$ cat config.mk
export PLATFORM = sky130hd
export DESIGN_NAME = vid_pattern_gen
export DESIGN_NICKNAME = d
export VERILOG_FILES = /design/src/rtl/vid_pattern_gen.sv
export SDC_FILE = /design/constraint.sdc
export NUM_CORES = 1
export LEC_CHECK = 0
export ABC_AREA = 0
export CORE_MARGIN = 4
export CORE_UTILIZATION = 41
export DETAILED_ROUTE_END_ITERATION = 8
export HOLD_SLACK_MARGIN = 0.06
export PLACE_DENSITY = 0.61
export SLEW_MARGIN = 25
export SYNTH_ARGS = -nofsm -noshare
export SYNTH_HDL_FRONTEND = slang
export SYNTH_SLANG_ARGS = --single-unit
export TNS_END_PERCENT = 30
$ cat constraint.sdc
create_clock -name clk -period 4.3 [get_ports clk]
set_input_delay 0.86 -clock clk [delete_from_list [all_inputs] [get_ports clk]]
set_output_delay 0.86 -clock clk [all_outputs]
set_load 0.05 [all_outputs]
$ cat src/rtl/vid_pattern_gen.sv
// Raster video source: ZX-style hsync/vsync plus 2-bit RGB test patterns.
// Every output is registered, so it lags the raster position by one clock.
module vid_pattern_gen #(
    parameter int HTOTAL    = 448,
    parameter int HSYNC_LEN = 32,
    parameter int HACT_BEG  = 80,
    parameter int HACT_LEN  = 256,
    parameter int VTOTAL    = 320,
    parameter int VSYNC_LEN = 2,
    parameter int VACT_BEG  = 64,
    parameter int VACT_LEN  = 192
) (
    input  logic       clk,
    input  logic       rst_n,
    input  logic       en,
    input  logic [1:0] pat_sel,
    input  logic [5:0] border,
    output logic       hsync,
    output logic       vsync,
    output logic [1:0] red,
    output logic [1:0] grn,
    output logic [1:0] blu,
    output logic       frame_start,
    output logic [7:0] frame_cnt
);

    localparam int HW = $clog2(HTOTAL);
    localparam int VW = $clog2(VTOTAL);
    localparam int XW = $clog2(HACT_LEN);

    localparam logic [31:0] HS_END = 32'(HSYNC_LEN);
    localparam logic [31:0] VS_END = 32'(VSYNC_LEN);
    localparam logic [31:0] HA_BEG = 32'(HACT_BEG);
    localparam logic [31:0] HA_END = 32'(HACT_BEG + HACT_LEN);
    localparam logic [31:0] VA_BEG = 32'(VACT_BEG);
    localparam logic [31:0] VA_END = 32'(VACT_BEG + VACT_LEN);

    if (HSYNC_LEN >= HACT_BEG || HACT_BEG + HACT_LEN > HTOTAL) begin : g_bad_h
        $error("vid_pattern_gen: illegal horizontal timing");
    end
    if (VSYNC_LEN >= VACT_BEG || VACT_BEG + VACT_LEN > VTOTAL) begin : g_bad_v
        $error("vid_pattern_gen: illegal vertical timing");
    end
    if (HACT_LEN < 8 || (HACT_LEN & (HACT_LEN - 1)) != 0) begin : g_bad_w
        $error("vid_pattern_gen: HACT_LEN must be a power of two >= 8");
    end

    logic [HW-1:0] hcnt;
    logic [VW-1:0] vcnt;
    logic [1:0]    pat;

    logic        h_last;
    logic        v_last;
    logic [31:0] h32;
    logic [31:0] v32;
    logic [31:0] x;
    logic [31:0] y;
    logic        hs_nxt;
    logic        vs_nxt;
    logic        act;
    logic [2:0]  idx;
    logic        cb;
    logic [5:0]  pix;
    logic [5:0]  rgb;
    logic        unused;

    assign h_last = (hcnt == HW'(HTOTAL - 1));
    assign v_last = (vcnt == VW'(VTOTAL - 1));

    assign h32 = 32'(hcnt);
    assign v32 = 32'(vcnt);

    assign hs_nxt = (h32 < HS_END);
    assign vs_nxt = (v32 < VS_END);
    assign act    = (h32 >= HA_BEG) && (h32 < HA_END)
                 && (v32 >= VA_BEG) && (v32 < VA_END);

    // Coordinates are only meaningful inside the active window.
    assign x = h32 - HA_BEG;
    assign y = v32 - VA_BEG;

    assign idx    = 3'(x >> (XW - 3));
    assign cb     = x[3] ^ y[3] ^ frame_cnt[4];
    assign unused = ^{x, y};

    always_comb begin
        pix = '0;
        unique case (pat)
            2'd0:    pix = 6'b10_10_10;
            2'd1:    pix = {idx[1], 1'b0, idx[2], 1'b0, idx[0], 1'b0};
            2'd2:    pix = {6{cb}};
            default: pix = {x[7:6], y[7:6], frame_cnt[1:0]};
        endcase
    end

    always_comb begin
        rgb = border;
        if (hs_nxt || vs_nxt) begin
            rgb = '0;
        end else if (act) begin
            rgb = pix;
        end
    end

    always_ff @(posedge clk or negedge rst_n) begin
        if (!rst_n) begin
            hcnt        <= '0;
            vcnt        <= '0;
            pat         <= '0;
            frame_cnt   <= '0;
            hsync       <= 1'b0;
            vsync       <= 1'b0;
            red         <= '0;
            grn         <= '0;
            blu         <= '0;
            frame_start <= 1'b0;
        end else if (en) begin
            hcnt <= h_last ? '0 : hcnt + HW'(1);
            if (h_last) begin
                vcnt <= v_last ? '0 : vcnt + VW'(1);
            end
            // Pattern changes only at the frame boundary.
            if (h_last && v_last) begin
                pat       <= pat_sel;
                frame_cnt <= frame_cnt + 8'd1;
            end
            hsync             <= hs_nxt;
            vsync             <= vs_nxt;
            {red, grn, blu}   <= rgb;
            frame_start       <= (hcnt == '0) && (vcnt == '0);
        end
    end

endmodule

# ---- Word level (Yosys, flattened, before mapping)
# Index checks and enable logic that the tools add are counted.
dict set report totals {
  regBits 37
  in_bits 11
  out_inout_bits 17
  word_cells 43
}
dict set report op_classes {
  n_addsub 5
  magnitude_cmp 6
  eq_ne 4
  muxes 5
  bitwise_logic 2
  n_reduce_logical 11
}
# operator n
set ops {}
lappend ops {{$add A9 B1 Y9 const B} 2}
lappend ops {{$eq A9 B9 Y1 const B} 2}
lappend ops {{$ge A9 B7 Y1 const B} 2}
lappend ops {{$logic_not A9 Y1} 2}
lappend ops {{$lt A9 B9 Y1 const B} 2}
lappend ops {{$mux W9} 2}
lappend ops {{$pmux W6 S3} 1}
lappend ops {{$sub A8 B7 Y8 const B} 2}
lappend ops {{$mux W6} 2}
lappend ops {{$lt A9 B2 Y1 const B} 1}
lappend ops {{$lt A9 B6 Y1 const B} 1}
lappend ops {{$add A8 B1 Y8 const B} 1}
lappend ops {{$logic_and A1 B1 Y1} 5}
lappend ops {{$reduce_and A2 Y1} 2}
lappend ops {{$eq A2 B1 Y1 const B} 1}
lappend ops {{$eq A2 B2 Y1 const B} 1}
lappend ops {{$logic_not A2 Y1} 1}
lappend ops {{$xor A1 B1 Y1} 2}
lappend ops {{$logic_or A1 B1 Y1} 1}

# ---- Longest topological paths before layout
# Gate-level depths: netlist of run 1.
dict set report logic_depth {
  word_depth 6
  ltp_mapped 7
}

# ---- Least setup slack after synthesis of run 1
# No wires, ideal clock.
dict set report synth_timing {
  kind {input port to flip-flop}
  startpoint {in en}
  endpoint {reg frame_cnt[1]}
  t_arrival_ns 1.991
  slack_ns 2.182
  cell_stages 6
  n_path_buf 2
  cell_sequence {buf_6 -> and4_1 -> nand2_1 -> nor2_2 -> buf_4 -> mux2_1}
}
dict set report synth_between {
  elab_chain_len 1
}
# element line
set synth_lines {}
lappend synth_lines {{start, declared} 15} ;# input logic en,
lappend synth_lines {{$reduce_and A2 Y1 (no source line)} -}
lappend synth_lines {{end signal, assigned} 125} ;# frame_cnt <= frame_cnt + 8'd1;
lappend synth_lines {{end, declared} 24} ;# output logic [7:0] frame_cnt
# No other way between the ends.
# A chain may end at the register's enable or synchronous reset.

# ---- Final worst setup path of run 1
dict set report layout_timing {
  startpoint {in en}
  endpoint {reg pat[1]}
}
dict set report layout_between {
  elab_chain_len 1
}
# element line
set layout_lines {}
lappend layout_lines {{$reduce_and A2 Y1 (no source line)} -}
lappend layout_lines {{end signal, assigned} 124} ;# pat <= pat_sel;
lappend layout_lines {{end, declared} 50} ;# logic [1:0] pat;
# No other way between the ends.

==> results of run 1 <==
==> flip-flops by register name (all words and copies together) (netlist names) <==
| register | cells |
|---|---|
| pat | 2 |
| frame_start | 1 |
| hsync | 1 |
| blu | 2 |
| vcnt | 9 |
| grn | 2 |
| frame_cnt | 8 |
| hcnt | 9 |
| red | 2 |
| vsync | 1 |
==> logic make-up (layout without fill, tap and decap cells) <==
family                     Yosys count  in the layout  share of synthesized area
DFF                                 37             37                     0.4384
adders and majority gates           11             11                    0.06516
muxes                               14             14                    0.06931
xor gates and xnor gates            16             16                    0.06635
AOI/OAI and AO/OA                   30             30                    0.09775
buffers and inverters               23             51                    0.05627
and+or+nand+nor                     78             78                     0.2068
==> cell usage in the layout (no fill, tap or decap), drive strengths merged, types with 10 or more instances in the layout <==
| master | instances |
|---|---|
| clkdlybuf4s50 | 26 |
| dfrtp | 37 |
| ha | 11 |
| inv | 15 |
| nand2 | 15 |
| nand3 | 12 |
| nand4 | 13 |
| nor2 | 14 |
| o21ai | 10 |
| xnor2 | 12 |
==> cell type report <==
cell class	instances	area, um2	area share
Multi-Input combinational cell	149	1067	0.4233
Sequential cell	37	925.9	0.3672
Timing Repair Buffer	28	272.8	0.1082
Tap cell	67	83.83	0.03325
Clock buffer	5	68.82	0.02730
Inverter	15	56.30	0.02233
Clock inverter	3	46.29	0.01836
==> worst max-delay path: stages <==
cell	delay (ns)
clkdlybuf4s50_1	0.46
buf_4	0.23
and4_1	0.31
nand2_1	0.17
nor2_2	0.45
mux2_2	0.39
==> metal layers <==
metal  part of all wire  wire [um]
met5                  0          0
met4              0.019         81
met3              0.042        175
met2               0.45       1891
met1               0.49       2057
==> how the worst min path moves through the flow <==
stage | cells after the start | startpoint | to | slack, ns
floorplan | 1 | vcnt[5] | vcnt[5] | 0.46
global placement | 1 | frame_cnt[7] | frame_cnt[7] | 0.46
detailed placement | 1 | frame_cnt[7] | frame_cnt[7] | 0.47
CTS | 1 | frame_cnt[7] | frame_cnt[7] | 0.48
global route | 1 | frame_cnt[6] | frame_cnt[6] | 0.51
finish | 1 | frame_cnt[7] | frame_cnt[7] | 0.48
==> power breakdown <==
part           switching (mW)  internal [mW]
combinational           0.151          0.109
sequential             0.0531          0.387
clock                   0.137          0.174
==> stage by stage <==
step           cells  hold slack (ns)
6_report         304           0.4792
5_1_grt          304           0.5096
4_1_cts          304           0.4801
3_5_place_dp     296           0.4687
3_3_place_gp     296           0.4614
2_1_floorplan    209           0.4611
==> run metrics, run 1 <==
Global Route Usage Sum 0.1511; element type at the critical path end register; Arr. time, crit path roughly 2.9 ns; Max Cap Viol 0; RSZ-0062 raised after global routing no; clock slew at reported path FFs ~0.080 ns; grt peak-use layer met2; list of most frequent post-synthesis cells dfrtp_1 (37), inv_1 (15), nand2_1 (15); overall power just over 1 mW; worst min-delay path category reg -> reg; ANT cells 0; fraction of layout cells with a size suffix above 1 0.09705; share of the synthesized area in the top cell type 0.4384; total gr overflow 0; first-pass iteration count of the detailed router 4; CP required roughly 4.5 ns; reg2reg setup slack 2.25 ns; Fin. Hold Viols 0; pre-CTS setup slack between 1 and 1.5 ns; DIE AREA 6363 um2; Area growth syn-to-layout 19.37%; post-detail-place hpwl 3020 um; clk_lat worst skew 0.29 ns; IO Port Bufs 27; Placer Congestion a little over 0.8; Design Area, Final 2521 um2; Worst Tran Pin Value between 0.8 and 0.9 ns; Power Density between 400 and 500 nW/um2; sequential share of the synthesized area 0.4384; post-synth cell types 45; FILL cells 455; Iteration-0 DRC Markers 48; clk sinks 37; Post-DRT Antenna Nets 0; htree depth 2; Main synth FF type dfrtp_1; cells after synthesis around 210; Synth Register Bits 37; die height 79.77 um; leading area contributor after synthesis dfrtp_1; met2 Use GR 0.2379; reg2reg end pat[1]; Worst R2R Start hcnt[4]; CP Launch Type input port; CP max FO 19; nets between 200 and 300; Async SR Flop Fraction 1.000; Initial Util 0.4356; CORE AREA 4848 um2; CTS tree yes; CTS hold repair buffers 0; Rows 25; post-layout util 0.5200; status completed; most frequent cell after synthesis dfrtp_1; crit path kind in -> reg; Mapped Avg Cell Area 10.11 um2; setup TNS 0 ns; Tmin final between 2 and 3 ns; IO Count 28; Avg WL per Cell around 14 um; critical path startpoint en; deepest clock path buffer count 2; final setup vio count 0; DP Area approximately 2400 um2; DRC 0; first-pass GRT wire length 7541 um; largest net degree at the start of global routing 38; syn_nets roughly 230; Cell Area, Synth roughly 2100 um2; Peak VDD IR 0.0001735 V; cts repair resizes 0; Via-to-Cell Ratio 5.181; DRT Wirelength 4205 um; worst setup path endpoint pat[1]; Worst R2R Path Depth 5; root buf cell clkbuf_8; worst rel slew slack 0.4418; TritonCTS buffer count 5; final worst setup slack 1.612 ns; M3 GR Usage 0.03837; leakage 1.085 nW; Max Transition Viols Final 0; Yosys Warn Count 0; Die Width 79.77 um; vias between 1500 and 2000; Fmax achieved 372.0 MHz; vias in the first global route 1585; number of synthesized flops with an enable pin 0; crit share post-route 0.6252; top post-synthesis cells by area dfrtp_1 (44%), ha_1 (6.5%), xnor2_1 (5.0%); Setup Fix Bufs, Post-CTS 0; grt met1 use 0.1980; clk_skew 0.008791 ns; initial antenna violation count 0
Power figures use the tool's default switching activity.
==> run 2, diff against run 1 <==
- clock period: 4.3 -> 2.6 ns (I/O delays scaled with it)
==> run 2 against run 1 <==
First-iteration DRC count increased by 31%. Global-route usage increased by 0.13 points. Via count decreased by 0.25%. Sequential cell count unchanged. Critical path depth decreased by 1. Die area unchanged. Worst setup slack got worse by 1.1 ns. Core utilization increased by 0.31 points. Register-to-register slack got worse by 1.7 ns. Non-clock buffer count increased by 2. Critical path type unchanged. Largest cell class unchanged.
==> run metrics, run 2 (same netlist as run 1, synthesis figures left out) <==
status completed; post-detail-place hpwl 3117 um (+3.2%); Arr. time, crit path 2.30 ns (-0.57 ns); CORE AREA 4848 um2 (unchanged); die height 79.77 um (unchanged); CP required 2.78 ns (-1.71 ns); first-pass GRT wire length 7534 um (about the same); cts repair resizes 0 (unchanged); clock slew at reported path FFs 0.08 ns (about the same); Peak VDD IR 0.0002548 V (+47%); root buf cell clkbuf_8; Avg WL per Cell 13.93 um (+0.74%); Via-to-Cell Ratio 5.134 (-0.91%); largest net degree at the start of global routing 38 (unchanged); Fin. Hold Viols 0 (unchanged); clk sinks 37 (unchanged); worst min-delay path category in -> async; Initial Util 0.4356 (unchanged); clk_lat worst skew 0.29 ns (about the same); total gr overflow 0 (unchanged); htree depth 2 (unchanged); crit path kind in -> reg; RSZ-0062 raised after global routing no; Global Route Usage Sum 0.1523 (+0.001266); TritonCTS buffer count 5 (unchanged); fraction of layout cells with a size suffix above 1 0.1046 (+0.007556); clk_skew 0.008240 ns (-0.0005505 ns); Post-DRT Antenna Nets 0 (unchanged); Max Cap Viol 0 (unchanged); DRC 0 (unchanged); deepest clock path buffer count 2 (unchanged); final worst setup slack 0.4770 ns (-1.135 ns); Crit path buffers/inverters 1 (-1); CTS tree yes; IO Port Bufs 27 (unchanged); DRT Wirelength 4264 um (+1.4%); worst rel slew slack 0.4483 (+0.006463); Slowest cell on crit path clkdlybuf4s50_1; Area growth syn-to-layout 20.08%; Tmin final approximately 2.1 ns; vias 1571 (-0.25%); most frequent cells in the layout dfrtp_1 (37), clkdlybuf4s50_1 (26), inv_1 (15), nand2_1 (15), nor2_1 (13); Worst R2R Start hcnt[5]; DIE AREA 6363 um2 (unchanged); final setup vio count 0 (unchanged); Iteration-0 DRC Markers 63 (+31%); crit share post-route 0.8165; Setup Fix Bufs, Post-CTS 0 (unchanged); Worst R2R Path Depth 5 (unchanged); leakage 1.095 nW (+0.89%); post-layout util 0.5231 (+0.003097); reg2reg setup slack 0.58 ns (-1.67 ns); Power Density 653.4 nW/um2 (+63%); Fmax achieved 471.0 MHz; initial antenna violation count 0 (unchanged); FILL cells 453 (-0.44%); CTS hold repair buffers 0 (unchanged); ANT cells 0 (unchanged); Rows 25 (unchanged); Top Registers hcnt: 9 flops, vcnt: 9 flops, frame_cnt: 8 flops; IO Count 28 (unchanged); setup TNS 0 ns (unchanged); Worst Tran Pin Value 0.8276 ns (-0.009695 ns); CP Launch Type input port; reg2reg end pat[0]; element type at the critical path end register; vias in the first global route 1556 (-1.8%); CP top delay family simple AND/OR/NAND/NOR gates; nets 260 (+0.78%); first-pass iteration count of the detailed router 4 (unchanged); Max Transition Viols Final 0 (unchanged); worst stage delay on the critical path 0.50 ns (+0.04 ns); crit-path cells clkdlybuf4s50_1, and4_1, nand2_1, nor2_2, mux2_2; CP max FO 12 (-7); pre-CTS setup slack 0.1686 ns (-1.124 ns); Placer Congestion 0.8428 (+3.6%); commonest non-fill, non-tap cell in the layout dfrtp_1; Die Width 79.77 um (unchanged)
run 2: worst register-to-register path: cells and delay by family (launching register included):
kind | cells | cell delay [ns]
muxes | 1 | 0.39
DFF | 1 | 0.46
and+or+nand+nor | 3 | 0.84
adders and majority gates | 1 | 0.22
run 2: final cells by class:
type / count / area, um2 / share of cell area
multi-input combinational: 149 / 1067 / 0.4208
sequential: 37 / 925.9 / 0.3651
timing repair buffer: 30 / 287.8 / 0.1135
tap: 67 / 83.83 / 0.03305
clock buffer: 5 / 68.82 / 0.02713
inverter: 15 / 56.30 / 0.02220
clock inverter: 3 / 46.29 / 0.01825
run 2: where the power goes:
| part | internal, mW | switching, mW |
|---|---|---|
| clock network | 0.287 | 0.214 |
| logic | 0.179 | 0.253 |
| registers | 0.640 | 0.0829 |
| total | 1.11 | 0.551 |
run 2: worst max-delay path by stage:
stage	cells after the start	endpoint	from	slack, ns
final	5	pat[0]	en	0.48
after global routing	5	pat[0]	en	0.36
after CTS	5	pat[1]	en	0.46
after detailed placement	5	pat[0]	en	0.17
after global placement	5	pat[1]	en	0.18
after floorplan	6	frame_cnt[1]	en	0.82
run 2: stage by stage:
| step | instances | hold slack, ns | total power, mW | instance area (um2) |
|---|---|---|---|---|
| floorplan | 209 | 0.2244 | 1.037 | 2112 |
| global placement | 298 | 0.4610 | 1.164 | 2421 |
| detailed placement | 298 | 0.4662 | 1.170 | 2421 |
| CTS | 306 | 0.3588 | 1.682 | 2536 |
| global route | 306 | 0.4003 | 1.760 | 2536 |
| finish | 306 | 0.3214 | 1.657 | 2536 |
run 2: routing by layer:
layer  routed length, um  global-route usage  part of all wire
met1                2050              0.2040              0.48
met4                  61             0.05068             0.014
met5                   0                   0                 0
met3                 184             0.04063             0.043
met2                1968              0.2387              0.46
